### src/rtl/ee354_divider.sv
// Sequential unsigned shift-and-subtract divider with a Start/Ack handshake and one-hot state outputs.
// Optional feature macro: DIVIDER_DIV0_EN (adds the Div0 flag and a short-circuit for a zero divisor).
module ee354_divider #(
    parameter int WIDTH = 8,
    localparam int CW = $clog2(WIDTH + 1),
    localparam int IW = (WIDTH > 1) ? $clog2(WIDTH) : 1
) (
    input  logic             Clk,
    input  logic             Reset,
    input  logic             CEN,
    input  logic             Start,
    input  logic             Ack,
    input  logic [WIDTH-1:0] Xin,
    input  logic [WIDTH-1:0] Yin,
    output logic [WIDTH-1:0] Quotient,
    output logic [WIDTH-1:0] Remainder,
    output logic [CW-1:0]    i_count,
    output logic             q_I,
    output logic             q_Sub,
`ifdef DIVIDER_DIV0_EN
    output logic             Div0,
`endif
    output logic             q_Done
);

    typedef enum logic [2:0] {
        S_I    = 3'b001,
        S_SUB  = 3'b010,
        S_DONE = 3'b100
    } state_t;

    state_t           state_q, state_d;
    logic [WIDTH-1:0] x_q, x_d;
    logic [WIDTH-1:0] y_q, y_d;
    logic [WIDTH-1:0] quot_q, quot_d;
    logic [WIDTH-1:0] rem_q, rem_d;
    logic [CW-1:0]    cnt_q, cnt_d;
`ifdef DIVIDER_DIV0_EN
    logic             div0_q, div0_d;
`endif

    logic [IW-1:0]    k_s;
    logic [WIDTH:0]   t_s;
    logic             ge_s;
    logic [WIDTH-1:0] diff_s;

    // Trial subtraction datapath for the current bit position k = WIDTH-1-i_count.
    always_comb begin
        k_s    = IW'(WIDTH - 1) - cnt_q[IW-1:0];
        t_s    = {rem_q, x_q[k_s]};
        ge_s   = (t_s >= {1'b0, y_q});
        // T-Y is always below Y, so the low WIDTH bits of the difference are exact.
        diff_s = t_s[WIDTH-1:0] - y_q;
    end

    // Next-state and next-data logic; CEN gating is applied in the register block.
    always_comb begin
        state_d = state_q;
        x_d     = x_q;
        y_d     = y_q;
        quot_d  = quot_q;
        rem_d   = rem_q;
        cnt_d   = cnt_q;
`ifdef DIVIDER_DIV0_EN
        div0_d  = div0_q;
`endif
        case (state_q)
            S_I: begin
                if (Start) begin
                    x_d     = Xin;
                    y_d     = Yin;
                    quot_d  = {WIDTH{1'b0}};
                    rem_d   = {WIDTH{1'b0}};
                    cnt_d   = {CW{1'b0}};
                    state_d = S_SUB;
`ifdef DIVIDER_DIV0_EN
                    div0_d  = 1'b0;
                    if (Yin == {WIDTH{1'b0}}) begin
                        state_d = S_DONE;
                        div0_d  = 1'b1;
                        quot_d  = {WIDTH{1'b1}};
                        rem_d   = Xin;
                    end else begin
                        state_d = S_SUB;
                    end
`endif
                end else begin
                    state_d = S_I;
                end
            end
            S_SUB: begin
                if (ge_s) begin
                    rem_d = diff_s;
                end else begin
                    rem_d = t_s[WIDTH-1:0];
                end
                quot_d[k_s] = ge_s;
                cnt_d       = cnt_q + CW'(1);
                if (cnt_q == CW'(WIDTH - 1)) begin
                    state_d = S_DONE;
                end else begin
                    state_d = S_SUB;
                end
            end
            S_DONE: begin
                if (Ack) begin
                    state_d = S_I;
                end else begin
                    state_d = S_DONE;
                end
            end
            default: begin
                state_d = S_I;
            end
        endcase
    end

    // State and data registers; CEN=0 freezes everything.
    always_ff @(posedge Clk or negedge Reset) begin
        if (!Reset) begin
            state_q <= S_I;
            x_q     <= {WIDTH{1'b0}};
            y_q     <= {WIDTH{1'b0}};
            quot_q  <= {WIDTH{1'b0}};
            rem_q   <= {WIDTH{1'b0}};
            cnt_q   <= {CW{1'b0}};
`ifdef DIVIDER_DIV0_EN
            div0_q  <= 1'b0;
`endif
        end else if (CEN) begin
            state_q <= state_d;
            x_q     <= x_d;
            y_q     <= y_d;
            quot_q  <= quot_d;
            rem_q   <= rem_d;
            cnt_q   <= cnt_d;
`ifdef DIVIDER_DIV0_EN
            div0_q  <= div0_d;
`endif
        end
    end

    assign Quotient  = quot_q;
    assign Remainder = rem_q;
    assign i_count   = cnt_q;
    assign q_I       = (state_q == S_I);
    assign q_Sub     = (state_q == S_SUB);
    assign q_Done    = (state_q == S_DONE);
`ifdef DIVIDER_DIV0_EN
    assign Div0      = div0_q;
`endif

endmodule

### config.mk
export PLATFORM = sky130hd
export DESIGN_NAME = ee354_divider
export DESIGN_NICKNAME = d
export VERILOG_FILES = /design/src/rtl/ee354_divider.sv
export SDC_FILE = /design/constraint.sdc
export NUM_CORES = 1
export LEC_CHECK = 0
export ABC_AREA = 1
export CAP_MARGIN = 25
export CORE_MARGIN = 4
export CORE_UTILIZATION = 57
export DETAILED_ROUTE_END_ITERATION = 8
export DONT_BUFFER_PORTS = 1
export PLACE_DENSITY = 0.82
export SLEW_MARGIN = 5
export SYNTH_ARGS = -nofsm -noshare
export SYNTH_HDL_FRONTEND = slang
export SYNTH_SLANG_ARGS = --single-unit
### constraint.sdc
create_clock -name Clk -period 1.95 [get_ports Clk]
set_input_delay 0.39 -clock Clk [delete_from_list [all_inputs] [get_ports Clk]]
set_output_delay 0.39 -clock Clk [all_outputs]
set_load 0.005 [all_outputs]
==> reports/metrics.cfg, run 1 <==
[run_status]
status = finished, violations left
violations = setup timing

[synth]
synth_area_leaders = dfrtp_1, nand2_1, nand3_1
synth_cell_types = 41
synth_compound_area_share_pct = 7.25
synth-seq-cells = 39
yosys_warnings = 0
synth-simple-area-share_pct = 31.6
synth_area_leader_cell = dfrtp_1
ys_seq_area_share_pct = 40.4
synth_top_family_by_area = simple AND/OR/NAND/NOR gates
post_synth.cell_area_avg_um2 = 7.67
muxShareOfSynthArea_pct = 4.76
syn_inst = 315
syn_area_um2 = 2420
synth_top_area_share_pct = 39.4
syn_nets = 346
synth_xor_area_share_pct = 1.09
synthAdderAreaFrac_pct = 5.49

[timing]
finalSetupViolCount = 14
rsz0062_at_grt = true
drv_slew = 0
tightest_slew_ns = 0.341
setup_tns_ns = -1.02
fin_crit_ns = 2.08
skew_ns = 0.0162
maxSlewHeadroom_pct = 77.1
setup_ws_ns = -0.129
max_freq_mhz = 481
finalCritPeriodShare_pct = 107
hold_viol_final = 0

[setup_path]
reg2reg_slack_ns = -0.13
timing.rr.start = i_count[0]$_DFFE_PN0P_
crit_slowest_cell = dfrtp_2
r2r_cells = 17
crit_top_cell = nand2_1
end_kind = register
crit_path_max_incr_delay_ns = 0.46
setup.worst_path.class = register to register
endpoint = Remainder[2]$_DFFE_PN0P_
critPathMaxFanout = 7
cp.required_ns = 2.14
startpoint_type = register
r2r_end = Remainder[2]$_DFFE_PN0P_
startpoint = i_count[0]$_DFFE_PN0P_
path_cells = clkinv_4 > nand2_2 > nand2_2 > nand2_1 > nand2_1 > nand2_1 > nand2_1 > inv_2 > ha_4 > nand2_4 > nor2_4 > nand3_2 > nand4_4 > buf_6 > nand2_1 > nand3_1 > nand2_1
worst_ep_arrival_time_ns = 2.27

[cts]
cts_made_buffers = 5
clockRootBuffer = clkbuf_8
cts_buffer_depth = 2
clk_pin_slew_ns = 0.09
htree_levels = 2
clkLatencyLatePin_ns = 0.31
tritoncts = done
cts_sinks = 39

[global_route]
grt_max_degree = 40
antenna_found_initial = 0
grt_pass1_wl_um = 9780
grt_pass1_vias = 2050
grt.overflow.total = 0
grt_usage_pct = 23.8

[drt]
viasPerCell = 5.56
wl_per_cell_um = 15.0
routed-via-count = 2234
drcViolationCount = 0
dr.pass1.iters = 5
routed_wl_um = 6040
drt_iter0_drc = 242
drtAntennaViolNets = 0

[power_and_ir_drop]
p_seq_share_pct = 30.7
leakage_nw = 1.56
vdd_drop_max_uv = 1060
p_per_area_nw_per_um2 = 1360
sw_frac_of_total_pct = 42.5
pwr-share-clk_pct = 17.2
combPwrFrac_pct = 52.2
net-switching-power_mw = 1.73
p_int_mw = 2.34

[placement]
place_congestion = 0.963
post-place-ws_ns = -0.193
io_buffers = 0
hpwl_um = 4280
place_area_um2 = 2680

[final_layout]
final_cell_mix = nand2_1, dfrtp_1, inv_1, buf_4, nor2_1
syn_to_final_growth_pct = 23.5
drive_above_1_share_pct = 28.7
final_common_cell = nand2_1
fin_nets = 382
diodes = 0
fillers = 284
finalInstanceArea_um2 = 2980

[floorplanning]
start_util_pct = 59.5
die_w_um = 73.1
num_rows = 23
die_area_um2 = 5340
io-pin-count = 44
core_area_um2 = 4060
die_h_um = 73.1

[flow_run]
maxCapViolations = 0

[min_path]
hold_class = input port to register

state kept, by name, indices dropped and copies added (netlist names):
signal	cells
Quotient	8
Remainder	8
x_q	8
y_q	8
state_q	3
i_count	4
worst min-delay path by stage:
stage / from / end / slack [ns] / depth (start not counted)
after floorplan: Reset / Quotient[0]$_DFFE_PN0P_ / 0.09 / 0
after global placement: Reset / x_q[2]$_DFFE_PN0P_ / 0.1 / 0
after detailed placement: Reset / x_q[2]$_DFFE_PN0P_ / 0.1 / 0
after CTS: CEN / state_q[0]$_DFFE_PN1P_ / 0.14 / 1
after global routing: CEN / state_q[0]$_DFFE_PN1P_ / 0.12 / 1
final: CEN / state_q[0]$_DFFE_PN1P_ / 0.14 / 1
synth_stat cells:
library cell  count
ha_1              9
o21ai_2           1
buf_8             1
nand3b_1          2
inv_1            37
buf_4             2
o22ai_1           3
inv_2             3
o21ai_0           9
nand2_1         105
a31oi_1           1
nand4_1           2
nand3_1          28
mux2_2            8
inv_4             1
buf_2             2
dfstp_2           1
fa_1              1
a21oi_1          15
clkbuf_1          1
a21oi_2           1
nor2_1           22
or2_2             1
and2_1            1
nor3_1            2
nor3_4            1
mux2i_1           1
buf_6             2
xor2_1            2
clkinv_1          1
nand4_4           1
nand2_2           1
nand4_2           1
o21bai_1          1
or2_0             1
xnor2_1           1
o21ai_1           1
mux2_4            1
nand2_4           1
dfrtp_1          38
nor2_4            2
what timing repair did:
item / in CTS / in global routing
resized for setup: 16 / 25
endpoints found under the hold margin: 39 / 0
hold buffers: 2 / 0
endpoints found under the setup margin: 16 / 16
setup buffers: 0 / 2
pin swaps: 7 / 12
worst max-delay path, delay by kind of cell, from the launching register on:
kind	cells	cell delay, ns
adders and majority gates	1	0.27
buffers and inverters	3	0.27
DFF	1	0.46
and+or+nand+nor	13	0.97
power groups by stage:
stage | combinational, mW | clock [mW] | sequential (mW)
finish | 2.12 | 0.698 | 1.25
global route | 2.35 | 0.753 | 1.28
CTS | 1.89 | 0.700 | 1.24
detailed placement | 1.80 | 0 | 1.25
global placement | 1.73 | 0 | 1.25
floorplan | 1.34 | 0 | 1.21
layer usage:
metal  wire, um  GRT usage (%)  up-vias
met5          0              0        -
met4        159           6.56        0
met3        512           6.34       25
met2       2820           36.1      107
met1       2550           33.6     1025
li1           -              -     1077
layout make-up:
cell class	count	area (um2)	share of cell area (%)
tap	50	62.6	2.10
clock inverter	3	43.8	1.47
sequential	39	978	32.8
inverter	42	165	5.53
clock buffer	5	68.8	2.31
timing repair buffer	37	315	10.6
multi-input combinational	226	1350	45.2
cells by family (layout without fill, tap and decap cells):
group,after synthesis,count (layout)
buf+inv,50,87
mux,10,10
flops,39,39
simple gates,171,171
compound gates,32,32
fa+ha+maj,10,10
xor+xnor,3,3
per-stage QoR:
stage	total power [mW]	std cells	hold WS (ns)	utilization, %
after global routing	4.38	402	0.123	73.5
after floorplan	2.55	315	0.0944	-
final	4.07	402	0.139	73.5
after detailed placement	3.05	390	0.0952	66.1
after CTS	3.83	400	0.139	70.9
after global placement	2.97	390	0.0952	66.1
Note: power is estimated with default switching activity, not from simulation.
==> run 2: changes to the inputs <==
Settings changed: CORE_UTILIZATION 57 to 59, CTS_BUF_LIST from default to sky130_fd_sc_hd__clkbuf_2, PLACE_DENSITY 0.82 to default, PLACE_DENSITY_LB_ADDON from default to 0.15, SETUP_SLACK_MARGIN from default to 0.1.
==> run 2 against run 1 <==
  * The run still ends with setup timing left
  * Sequential power about the same
  * Non-clock buffer count down 7
  * Register-to-register slack barely moved
  * Maximum frequency down 0.67%
  * Final area fell by 5.9%
  * Critical path type unchanged
  * Critical endpoint is now Remainder[6]$_DFFE_PN0P_
  * Largest cell class unchanged
  * Highest routed layer unchanged
==> reports/metrics.cfg, run 2 (same netlist as run 1, synthesis figures left out) <==
[min_path]
hold_class = input port to register
hold_path_startpoint = CEN
holdPathStages = 1  ; unchanged
whs_endpoint = state_q[1]$_DFFE_PN0P_

[cts]
cts_made_buffers = 5  ; unchanged
cts_buffer_depth = 2  ; unchanged
clk_pin_slew_ns = 0.20  ; +0.11 ns
clkLatencyLatePin_ns = 0.41  ; +0.10 ns
htree_levels = 2  ; unchanged
tritoncts = done
cts_sinks = 39  ; unchanged
clockRootBuffer = clkbuf_2

[timing]
tightest_slew_ns = 0.318  ; -0.0229 ns
setup_ws_ns = -0.143  ; -0.0140 ns
fin_crit_ns = 2.09  ; +0.0140 ns
drv_slew = 0  ; unchanged
hold_viol_final = 0  ; unchanged
rsz0062_at_grt = true
finalCritPeriodShare_pct = 107  ; +0.72 points
max_freq_mhz = 478  ; -0.67%
maxSlewHeadroom_pct = 78.7  ; +1.6 points
skew_ns = 0.0189  ; +0.00277 ns
setup_tns_ns = -1.17  ; -0.148 ns
finalSetupViolCount = 14  ; unchanged

[power_and_ir_drop]
leakage_nw = 1.50  ; -4.1%
p_per_area_nw_per_um2 = 1310  ; -3.6%
vdd_drop_max_uv = 836  ; -21%

[placement]
io_buffers = 0  ; unchanged
hpwl_um = 4320  ; +0.92%
placed_cells = 378  ; -3.1%
post-place-ws_ns = -0.112  ; +0.0809 ns
place_area_um2 = 2610  ; -2.7%
place_congestion = 0.991  ; +2.9%

[setup_path]
crit_top_cell = nand2_1
cp.required_ns = 2.26  ; +0.12 ns
startpoint_type = register
crit_slowest_cell = dfrtp_2
end_kind = register
crit_path_max_incr_delay_ns = 0.50  ; +0.04 ns
timing.rr.start = i_count[0]$_DFFE_PN0P_
reg2reg_slack_ns = -0.14  ; about the same
r2r_end = Remainder[6]$_DFFE_PN0P_
cp_top_family = simple AND/OR/NAND/NOR gates
critPathMaxFanout = 6  ; -1
path_cells = clkinv_4 > nand2_2 > nand2_1 > nand2_1 > nand2_1 > nand2_1 > nand2_1 > inv_2 > ha_4 > fa_2 > inv_2 > nand2_2 > nand4_1 > nand2_1 > inv_1 > nand2_1 > nand3_1 > nand2_1
r2r_cells = 18  ; +1
setup.worst_path.class = register to register
worst_ep_arrival_time_ns = 2.40  ; +0.13 ns
path_buf_inv = 4  ; +1

[final_layout]
fin_util_pct = 73.9  ; +0.37 points
final_common_cell = nand2_1
final_cell_mix = nand2_1, dfrtp_1, inv_1, buf_4, nand3_1
drive_above_1_share_pct = 24.9  ; -3.8 points
fin_nets = 375  ; -1.8%
fin_cells = 393  ; -2.2%
finalInstanceArea_um2 = 2810  ; -5.9%
diodes = 0  ; unchanged
syn_to_final_growth_pct = 16.2

[global_route]
grt_pass1_vias = 2050  ; unchanged
grt_pass1_wl_um = 9760  ; -0.21%
grt.overflow.total = 0  ; unchanged
grt_max_degree = 40  ; unchanged
grt_usage_pct = 24.1  ; +0.28 points
antenna_found_initial = 0  ; unchanged

[drt]
met3_length_um = 407  ; -21%
drt_iter0_drc = 142  ; -41%
drcViolationCount = 0  ; unchanged
highest_layer = met4
viasPerCell = 5.39  ; -2.9%
wl_per_cell_um = 14.5  ; -3.3%
dr.pass1.iters = 4  ; -1
routed_wl_um = 5710  ; -5.5%
route.met2.wl_um = 2850  ; +0.92%
routed-via-count = 2120  ; -5.1%
drt-met1-wl_um = 2400  ; -6.0%
drtAntennaViolNets = 0  ; unchanged

[flow_run]
maxCapViolations = 0  ; unchanged

[floorplanning]
die_area_um2 = 5180  ; -3.0%
io-pin-count = 44  ; unchanged
die_w_um = 72.0  ; -1.5%
core_area_um2 = 3800  ; -6.4%
start_util_pct = 63.6  ; +4.1 points
die_h_um = 72.0  ; -1.5%
num_rows = 22  ; -4.3%

[run_status]
violations = setup timing
status = finished, violations left

==> run 2: per-stage QoR <==
stage	power, mW	hold slack, ns
after floorplan	2.58	0.0944
after global placement	3.00	0.0954
after detailed placement	3.04	0.0957
after CTS	3.58	0.0345
after global routing	4.00	0.0116
final	3.69	0.0505
==> run 2: metal layers <==
metal	vias to the layer above	GRT usage (%)
met3	6	5.82
li1	1064	-
met1	976	31.2
met2	74	40.4
met4	0	6.68
met5	-	0
==> run 2: worst max-delay path by stage <==
stage,start,end,cells past startpoint,slack [ns]
floorplan,i_count[0]$_DFFE_PN0P_,Remainder[4]$_DFFE_PN0P_,16,-0.06
global placement,i_count[0]$_DFFE_PN0P_,Remainder[4]$_DFFE_PN0P_,15,-0.06
detailed placement,i_count[0]$_DFFE_PN0P_,Remainder[6]$_DFFE_PN0P_,18,-0.11
CTS,i_count[0]$_DFFE_PN0P_,Remainder[6]$_DFFE_PN0P_,19,-0.11
global route,i_count[0]$_DFFE_PN0P_,Remainder[6]$_DFFE_PN0P_,19,-0.32
finish,i_count[0]$_DFFE_PN0P_,Remainder[6]$_DFFE_PN0P_,18,-0.14
==> run 2: timing repair <==
action                                  CTS  global route
setup buffers                             2             2
resized for setup                        15            12
pin swaps                                11            11
endpoints found under the hold margin    40             0
hold buffers                              3             0
cloned                                    0             0
endpoints found under the setup margin   16            17
==> run 2: layout make-up <==
class	count	area, um2
clock buffer	7	35.0
inverter	42	165
sequential	39	978
clock inverter	1	7.51
multi-input combinational	226	1310
tap	48	60.1
timing repair buffer	30	254
fill	305	991
==> run 2: report_power, final <==
group | switching, mW | total, mW | internal [mW]
clock network | 0.266 | 0.365 | 0.0992
registers | 0.176 | 1.24 | 1.06
logic | 1.18 | 2.09 | 0.909
total | 1.62 | 3.69 | 2.07
==> run 3: changes to the inputs <==
Settings changed: CORE_MARGIN 4 to 2.
==> run 3 against run 2 <==
  * The flow finishes with violations (hold timing, setup timing)
  * Core utilization fell by 2.7 points
  * Sequential power barely moved
  * Global-route usage rose by 3.7 points
  * Maximum frequency fell by 0.32%
  * Critical path depth rose by 1
  * Setup slack got worse by 0.0067 ns
  * Register-to-register slack barely moved
  * Via count rose by 0.57%
  * Critical path type unchanged
  * Largest power group unchanged
==> reports/metrics.cfg, run 3 (same netlist as run 1, synthesis figures left out) <==
[timing]
finalSetupViolCount = 11  ; -3
skew_ns = 0.0353  ; +0.0164 ns
hold_viol_final = 1  ; +1
setup_ws_ns = -0.150  ; -0.00674 ns
worst_hold_slack_ns = -0.00895  ; -0.0594 ns
finalCritPeriodShare_pct = 108  ; +0.35 points
max_freq_mhz = 476  ; -0.32%
fin_crit_ns = 2.10  ; +0.00674 ns
rsz0062_at_grt = true
setup_tns_ns = -0.913  ; +0.255 ns
tightest_slew_ns = 0.332  ; +0.0139 ns
drv_slew = 0  ; unchanged
maxSlewHeadroom_pct = 77.7  ; -0.99 points

[global_route]
antenna_found_initial = 0  ; unchanged
grt_pass1_vias = 2040  ; -0.49%
grt.overflow.total = 0  ; unchanged
grt_max_degree = 40  ; unchanged
grt_pass1_wl_um = 9550  ; -2.1%
grt_usage_pct = 27.8  ; +3.7 points

[floorplanning]
start_util_pct = 60.8  ; -2.8 points
num_rows = 23  ; +4.5%
die_w_um = 68.0  ; -5.6%
die_area_um2 = 4620  ; -11%
die_h_um = 68.0  ; -5.6%
io-pin-count = 44  ; unchanged
core_area_um2 = 3970  ; +4.5%

[run_status]
status = finished, violations left
violations = hold timing, setup timing

[drt]
drt_iter0_drc = 166  ; +17%
routed_wl_um = 5790  ; +1.3%
drtAntennaViolNets = 0  ; unchanged
dr.pass1.iters = 4  ; unchanged
wl_per_cell_um = 15.0  ; +3.2%
drcViolationCount = 0  ; unchanged
routed-via-count = 2132  ; +0.57%
viasPerCell = 5.52  ; +2.4%

[cts]
clk_pin_slew_ns = 0.25  ; +0.05 ns
cts_sinks = 39  ; unchanged
tritoncts = done
clockRootBuffer = clkbuf_2
cts_buffer_depth = 2  ; unchanged
htree_levels = 2  ; unchanged
cts_made_buffers = 5  ; unchanged
clkLatencyLatePin_ns = 0.45  ; +0.04 ns

[final_layout]
drive_above_1_share_pct = 25.3  ; +0.37 points
finalInstanceArea_um2 = 2830  ; +0.67%
sequential_cell_area_um2 = 978  ; unchanged
fin_nets = 366  ; -2.4%
diodes = 0  ; unchanged
final_cell_mix = nand2_1, dfrtp_1, inv_1, nand3_1, nor2_1
syn_to_final_growth_pct = 17.0
final_common_cell = nand2_1
fillers = 317  ; +3.9%
multi_input_area_um2 = 1360  ; +3.9%
fin_util_pct = 71.2  ; -2.7 points

[setup_path]
worst_ep_arrival_time_ns = 2.48  ; +0.08 ns
setup.worst_path.class = register to register
critPathMaxFanout = 6  ; unchanged
startpoint_type = register
cp.required_ns = 2.33  ; +0.07 ns
end_kind = register

[power_and_ir_drop]
leakage_nw = 1.49  ; -0.20%
p_per_area_nw_per_um2 = 1320  ; +0.32%
vdd_drop_max_uv = 1150  ; +37%

[placement]
place_congestion = 0.830  ; -16%
place_area_um2 = 2550  ; -2.2%
io_buffers = 0  ; unchanged
hpwl_um = 4020  ; -7.0%

[flow_run]
maxCapViolations = 0  ; unchanged

[min_path]
hold_class = input port to register

run 3: cell types whose count changed in the layout (fill, tap and decap cells not counted), moves of 2 or more:
cell      before  now
buf_4         24   14
nand3_1       22   19
nand3_2        6    9
o22ai_1        3    0
o22ai_2        0    3
clkbuf_2       7    5
nor2_4         2    4
run 3: layout make-up:
type | instances | share of cell area [%]
Clock buffer | 5 | 0.885
Clock inverter | 3 | 1.55
Inverter | 42 | 5.93
Multi-Input combinational cell | 226 | 48.1
Sequential cell | 39 | 34.6
Tap cell | 50 | 2.21
Timing Repair Buffer | 21 | 6.73
run 3: worst paths after layout:
check | startpoint | endpoint | slack [ns] | depth (start not counted)
min reg2reg | y_q[2]$_DFFE_PN0P_ | y_q[2]$_DFFE_PN0P_ | 0.53 | 2
min | CEN | state_q[1]$_DFFE_PN0P_ | -0.009 | 1
min in group asynchronous | Reset | state_q[1]$_DFFE_PN0P_ | 0.34 | 2
max in group asynchronous | Reset | state_q[0]$_DFFE_PN1P_ | 1.36 | 2
max | i_count[0]$_DFFE_PN0P_ | Remainder[6]$_DFFE_PN0P_ | -0.15 | 19
max reg2reg | i_count[0]$_DFFE_PN0P_ | Remainder[6]$_DFFE_PN0P_ | -0.15 | 19
run 3: worst max-delay path: stages (launching register included):
cell and delay [ns]:
dfrtp_2 0.50, clkinv_4 0.08, nand2_1 0.05, nand2_1 0.05, nand2_1 0.05, nand2_1 0.06, nand2_1 0.05, nand2_1 0.07
inv_2 0.05, ha_4 0.15, fa_2 0.41, inv_2 0.06, nand2_2 0.06, nand3_2 0.09, nand2_1 0.05, nand2_1 0.05
inv_1 0.03, nand2_1 0.04, nand3_1 0.06, nand2_1 0.07
run 3: stage by stage:
| stage | power, mW | setup slack (ns) | hold slack (ns) | cells |
|---|---|---|---|---|
| after floorplan | 2.58 | -0.0595 | 0.0944 | 315 |
| after global placement | 2.88 | -0.0729 | 0.0953 | 372 |
| after detailed placement | 2.92 | -0.117 | 0.0956 | 372 |
| after CTS | 3.57 | -0.0810 | 0.00939 | 384 |
| after global routing | 4.03 | -0.337 | 0.000810 | 386 |
| final | 3.72 | -0.150 | -0.00895 | 386 |
run 3: routing by layer:
| layer | vias up | routed length (um) | global-route usage [%] |
|---|---|---|---|
| met5 | - | 0 | 0 |
| met3 | 9 | 400 | 6.74 |
| li1 | 1048 | - | - |
| met1 | 1011 | 2440 | 34.1 |
| met2 | 64 | 2860 | 48.1 |
| met4 | 0 | 87 | 8.75 |
run 3: power by group:
| part | internal, mW | leakage [nW] | switching, mW |
|---|---|---|---|
| clock | 0.217 | 0.0429 | 0.304 |
| combinational | 0.813 | 0.956 | 1.14 |
| sequential | 1.06 | 0.494 | 0.193 |
run 3: repair_timing:
item / 4_1_cts / 5_1_grt
endpoints found under the hold margin: 40 / 0
setup endpoints to repair: 16 / 17
hold buffers: 3 / 0
pin swaps: 15 / 19
buffers inserted: 1 / 2
resized for setup: 23 / 17
cloned: 0 / 0
